File: src/rtl/imem_arbiter.sv
// rtl/imem_arbiter.sv - instruction memory arbiter between CPU fetch and program loader
// LOAD phase grants only the loader; RUN phase favours fetch with bounded loader starvation.
module imem_arbiter #(
    parameter int NB_ADDR    = 32,
    parameter int NB_WORD    = 32,
    parameter int MAX_STARVE = 8
) (
    input  logic               i_clock,
    input  logic               i_reset,
    input  logic               i_boot_done,
    input  logic               i_reload,
    output logic               o_cpu_hold,
    input  logic               i_f_req,
    input  logic [NB_ADDR-1:0] i_f_addr,
    output logic               o_f_gnt,
    output logic               o_f_rvalid,
    output logic [NB_WORD-1:0] o_f_rdata,
    input  logic               i_l_req,
    input  logic               i_l_we,
    input  logic [NB_ADDR-1:0] i_l_addr,
    input  logic [NB_WORD-1:0] i_l_wdata,
    output logic               o_l_gnt,
    output logic               o_l_rvalid,
    output logic [NB_WORD-1:0] o_l_rdata,
    output logic               o_m_en,
    output logic               o_m_we,
    output logic [NB_ADDR-1:0] o_m_addr,
    output logic [NB_WORD-1:0] o_m_wdata,
    input  logic [NB_WORD-1:0] i_m_rdata
);

    localparam int CNT_W = $clog2(MAX_STARVE + 1);
    localparam logic [CNT_W-1:0] STARVE_LIMIT = CNT_W'(MAX_STARVE);

    localparam logic [0:0] ST_LOAD = 1'b0;
    localparam logic [0:0] ST_RUN  = 1'b1;

    logic [0:0]         state;
    logic [0:0]         state_next;
    logic [CNT_W-1:0]   starve_cnt;
    logic [CNT_W-1:0]   starve_next;
    logic               f_gnt;
    logic               l_gnt;
    logic               pend_f;
    logic               pend_l;
    logic [NB_WORD-1:0] f_rdata_q;
    logic [NB_WORD-1:0] l_rdata_q;
    logic               contend;

    assign contend = i_l_req && i_f_req && (starve_cnt < STARVE_LIMIT);

    always_comb begin
        f_gnt = 1'b0;
        l_gnt = 1'b0;
        if (state == ST_LOAD) begin
            l_gnt = i_l_req;
        end else if (contend) begin
            f_gnt = 1'b1;
        end else if (i_l_req) begin
            l_gnt = 1'b1;
        end else begin
            f_gnt = i_f_req;
        end
    end

    always_comb begin
        o_m_en    = 1'b0;
        o_m_we    = 1'b0;
        o_m_addr  = '0;
        o_m_wdata = '0;
        if (f_gnt) begin
            o_m_en   = 1'b1;
            o_m_addr = i_f_addr;
        end else if (l_gnt) begin
            o_m_en    = 1'b1;
            o_m_we    = i_l_we;
            o_m_addr  = i_l_addr;
            o_m_wdata = i_l_wdata;
        end
    end

    // Boot-done only matters in LOAD and reload only in RUN, so a simultaneous pulse resolves by state.
    always_comb begin
        state_next  = state;
        starve_next = '0;
        if (state == ST_LOAD) begin
            if (i_boot_done) begin
                state_next = ST_RUN;
            end
        end else begin
            if (contend) begin
                starve_next = starve_cnt + CNT_W'(1);
            end
            if (i_reload) begin
                state_next  = ST_LOAD;
                starve_next = '0;
            end
        end
    end

    always_ff @(posedge i_clock) begin
        if (i_reset) begin
            state      <= ST_LOAD;
            starve_cnt <= '0;
            pend_f     <= 1'b0;
            pend_l     <= 1'b0;
            f_rdata_q  <= '0;
            l_rdata_q  <= '0;
        end else begin
            state      <= state_next;
            starve_cnt <= starve_next;
            pend_f     <= f_gnt;
            pend_l     <= l_gnt && !i_l_we;
            if (pend_f) begin
                f_rdata_q <= i_m_rdata;
            end
            if (pend_l) begin
                l_rdata_q <= i_m_rdata;
            end
        end
    end

    // The SRAM returns data in the cycle after the grant, so the owner sees it directly and the
    // register only keeps it stable until that owner's next valid.
    assign o_f_rvalid = pend_f && !i_reset;
    assign o_l_rvalid = pend_l && !i_reset;
    assign o_f_rdata  = o_f_rvalid ? i_m_rdata : f_rdata_q;
    assign o_l_rdata  = o_l_rvalid ? i_m_rdata : l_rdata_q;
    assign o_f_gnt    = f_gnt;
    assign o_l_gnt    = l_gnt;
    assign o_cpu_hold = (state == ST_LOAD);

endmodule

File: config.mk
export PLATFORM = sky130hd
export DESIGN_NAME = imem_arbiter
export DESIGN_NICKNAME = d
export VERILOG_FILES = /design/src/rtl/imem_arbiter.sv
export SDC_FILE = /design/constraint.sdc
export NUM_CORES = 1
export LEC_CHECK = 0
export CAP_MARGIN = 20
export CORE_ASPECT_RATIO = 1.2
export CORE_MARGIN = 2
export CORE_UTILIZATION = 38
export DETAILED_ROUTE_END_ITERATION = 10
export PLACE_DENSITY = 0.88
export SYNTH_ARGS = -nofsm -noshare
export SYNTH_HDL_FRONTEND = slang
export SYNTH_SLANG_ARGS = --single-unit
File: constraint.sdc
create_clock -name i_clock -period 1.9 [get_ports i_clock]
set_clock_uncertainty 0.1 [all_clocks]
set_input_delay 0.285 -clock i_clock [delete_from_list [all_inputs] [get_ports i_clock]]
set_output_delay 0.285 -clock i_clock [all_outputs]
set_load 0.05 [all_outputs]
# After elaboration in Yosys (flattened, before gate mapping)

Cells that the tools add are included.

Register bits after elaboration: 71
Output and inout port bits: 135
Logic and storage cells: 37

Bitwise gates (word level): 2
$lt $le $gt $ge: 1
Add/subtract/negate cells: 1
Reductions and logical operators: 8
Multiplexer cells: 19

Operators with widths:

| cell                  | number |
|---|---|
| $mux W32              | 6 |
| $mux W1               | 13 |
| $logic_and A1 B1 Y1   | 5 |
| $add A4 B1 Y4 const B | 1 |
| $lt A4 B4 Y1 const B  | 1 |
| $reduce_or A4 Y1      | 1 |
| $logic_not A1 Y1      | 2 |
| $not A1 Y1            | 2 |

# Depth between registers and ports, before layout

Depth after elaboration: 6
Gate-level depth with buffers: 5
Depth with buffers taken out: 3

# Worst setup path after synthesis

No wires, ideal clock.

Kind: flip-flop to output port
Start: register state
End: output port o_m_addr[10]
Cell stages (with the launch flop): 4
Setup slack: -490 ps
Buffers on the path: 1
Arrival: 2,005 ps
Data required time: 1,515 ps
Path through: dfxtp_1 nand2_1 clkbuf_1 o32ai_1

Cells in the longest elaborated chain, start to end: 3

RTL lines:

| element                  | RTL line | source |
|---|---|---|
| start: declaration       | 38       | `logic [0:0] state;` |
| start signal: assignment | 110      | `state <= state_next;` |
| $mux W1                  | 55       | `if (state == ST_LOAD) begin` |
| $mux W32                 | 74       | `end else if (l_gnt) begin` |
| $mux W32 (*)             | 71       | `if (f_gnt) begin` |
| end: declaration         | 27       | `output logic [NB_ADDR-1:0] o_m_addr,` |

Every way passes the cells marked *; elsewhere a longest branch is shown, timed or not.

# Final worst setup path

Start: register state
End: output port o_m_wdata[11]

Cells in the longest elaborated chain, start to end: 3

RTL lines:

| element          | RTL line | source |
|---|---|---|
| $mux W1          | 55       |  |
| $mux W32         | 74       |  |
| $mux W32 (*)     | 71       |  |
| end: declaration | 28       | `output logic [NB_WORD-1:0] o_m_wdata,` |

Marked as above.

==> summary.md <==
| Metric | Value |
|---|---|
| Max Cap Violations | `0` |
| Vias/cell | `about 5.5` |
| Actual slew at the worst max-slew pin | `around 0.63 ns` |
| Commonest cells after routing, fill and taps aside | `131 x clkdlybuf4s50_1, 96 x buf_12, 67 x dfxtp_1` |
| Startpoint Class | `register` |
| DIE HEIGHT | `between 100 and 150 µm` |
| # rows | `43` |
| Worst r2r path cells | `8` |
| Final setup violating endpoints | `98` |
| Grt ovf | `0` |
| Critical Path RT | `approximately 1.5 ns` |
| Port Buffers | `269` |
| Async SR Flop Fraction | `0` |
| Clock power frac | `0.342` |
| Crit-path cells | `buf_4, nand3b_1, buf_6, clkbuf_16, and3_1, buf_6` |
| H-tree level count | `3` |
| Worst IR Drop VDD | `approximately 400 µV` |
| Failing checks | `setup timing` |
| Sequential share of power | `0.268` |
| Worst Hold Class | `in2reg` |
| Seq cells post-synth | `71` |
| Post-synth EDFFs | `0` |
| Max Freq | `approximately 470 MHz` |
| Global-route wire length before repair | `roughly 29 mm` |
| Final HPWL DP | `between 10 and 15 mm` |
| Clock Path Buffers | `2` |
| Net Sw Power | `0.00183 W` |
| Setup_tns | `-12.20 ns` |
| Share of the synthesized area in the top cell type | `0.323` |
| DRC errors left | `0` |
| Endpoints failing hold | `0` |
| Global Route Usage Sum | `0.316` |
| Clock slew at reported path FFs | `0.06 ns` |
| Worst path depth | `6` |
| Worst path arrival time | `~1.7 ns` |
| Final nets | `between 800 and 900` |
| Initial antenna violation count | `1` |
| DIE WIDTH | `between 100 and 150 µm` |
| Max_slew headroom | `0.581` |
| CTS Buf Count | `9` |
| Leakage dissipation | `about 4.1 nW` |
| Syn avg cell area | `about 9.5 µm²` |
| WL final | `approximately 23 mm` |
| Synth warn | `0` |
| Vias after detailed routing | `slightly below 5,000` |
| Top_reg_cell synth | `dfxtp_1` |
| Worst path slowest cell | `dfxtp_4` |
| Core area | `11,400 µm²` |
| Initial DRT Pass Iterations | `4` |
| Setup CP Type | `reg2out` |
| Synth top area cells | `dfxtp_1 32%, mux2_4 20%, mux2i_1 15%` |
| Post-route setup slack | `-0.215 ns` |
| Comb pwr share | `0.390` |
| Seq. cell area | `approximately 1400 µm²` |
| Pwr dens | `approximately 600 nW/µm²` |
| TritonCTS clock tree | `yes` |
| Endpoint class of the critical path | `output port` |
| Post-route ant nets | `0` |
| CP Max Fanout | `9` |
| Fin crit share | `1.11` |
| Multi-input gate area | `~3300 µm²` |
| RSZ-0062 raised after global routing | `true` |
| Most used cell, CP | `buf_6` |
| Worst Hold Path Cells | `3` |
| Clk sinks | `71` |
| Avg WL per Cell | `~25 µm` |
| Most common cell after layout, fill and taps aside | `clkdlybuf4s50_1` |
| Register area share after synthesis | `0.323` |
| Initial Utilization | `0.386` |
| # fillers | `540` |
| CTS root buffer | `clkbuf_16` |
| RePlAce Congestion | `0.880` |
| Sw Ratio | `0.314` |
| Post-synth design cell area | `about 4400 µm²` |
| Tmin final | `~2.1 ns` |
| Max stage delay on crit path | `around 0.38 ns` |
| Largest net degree at the start of global routing | `between 40 and 50` |
| Synth Instances | `463` |
| Total Power | `0.00582 W` |
| Vias in the first global route | `around 5,200` |
| Synth cell types | `27` |
| Status | `finished with violations` |
| Crit path max-delay family | `buffers and inverters` |
| Syn_nets | `approximately 600` |
| IO Pins | `270` |
| Die footprint | `12,500 µm²` |
| Synth area leader | `dfxtp_1` |
| Critical path buffers and inverters | `4` |
| Cts hold-fix bufs | `0` |
| Area Growth Syn to Fin | `124%` |
| Share of cells above drive strength 1 | `0.445` |
| Slew Limit Fails | `0` |
| Internal Power | `~0.004 W` |
| Worst-Skew Late Latency | `between 0.3 and 0.4 ns` |
| Initial drt markers | `210` |
## cell families after synthesis
group                      after synthesis  synth area share
buffers and inverters                   81            0.0899
muxes                                  128             0.359
and+or+nand+nor                        148             0.158
AOI/OAI and AO/OA                       33            0.0648
DFF                                     71             0.323
xor gates and xnor gates                 1           0.00199
adders and majority gates                1           0.00284
## sequential cells by signal, indices dropped and copies added (netlist names)
register,cells
pend_l,1
pend_f,1
l_rdata_q,32
state,1
starve_cnt,4
f_rdata_q,32
## per-stage QoR
stage	cell area, µm²	setup WS, ns	instances	utilization	hold slack [ns]
final	9850	-0.215	909	0.864	0.354
after global routing	9840	-0.240	907	0.863	0.349
after CTS	9350	-0.124	911	0.820	0.307
after detailed placement	8210	-0.506	884	0.720	0.363
after global placement	8210	-0.484	884	0.720	0.336
after floorplan	4460	-0.490	463	-	0.264
## final timing paths
kind	startpoint	to	slack (ns)
setup reg to reg	state	starve_cnt[2]	0.09
setup / recovery	state	o_m_wdata[11]	-0.21
hold / removal	i_l_req	pend_l	0.35
hold reg to reg	starve_cnt[0]	starve_cnt[0]	0.39
## Yosys cell counts, types with 3 or more instances
master	number
nand2b_1	3
o32ai_1	32
nor3_1	5
buf_6	9
buf_2	19
mux2i_1	64
nand2_1	33
and3_1	33
mux2_1	6
clkbuf_1	15
dfxtp_1	71
mux2_4	58
inv_1	34
nor2_1	65
buf_1	3
## cell type report
type                            count  share of cell area
Timing Repair Buffer              317               0.452
Inverter                           35              0.0133
Multi-Input combinational cell    311               0.333
Tap cell                          157              0.0199
Antenna cell                        2            0.000508
Clock inverter                      5              0.0105
Clock buffer                       11              0.0257
Sequential cell                    71               0.145
## power by group through the flow
stage                     Clock (W)  Combinational [W]  Sequential [W]
after floorplan                   0           0.000935         0.00158
after global placement            0            0.00189         0.00158
after detailed placement          0            0.00193         0.00159
after CTS                   0.00200            0.00211         0.00156
after global routing        0.00207            0.00233         0.00156
final                       0.00199            0.00227         0.00156
## routing by layer
metal,vias to the layer above,GRT usage,share of wire
li1,2171,-,-
met3,80,0.0884,0.079
met5,-,0,0.00057
met4,2,0.113,0.047
met2,269,0.558,0.52
met1,2442,0.362,0.36
## timing repair
item                                    4_1_cts  5_1_grt
endpoints found under the setup margin       86      100
gates cloned                                  6       11
resized for setup                           112       76
setup buffers                                 5        4
pin swaps                                    18       20
## tightest hold or removal path, stage by stage
cell     delay [ns]
buf_2          0.13
buf_12         0.16
nor4b_1        0.16
(Power assumes the default switching activity.)
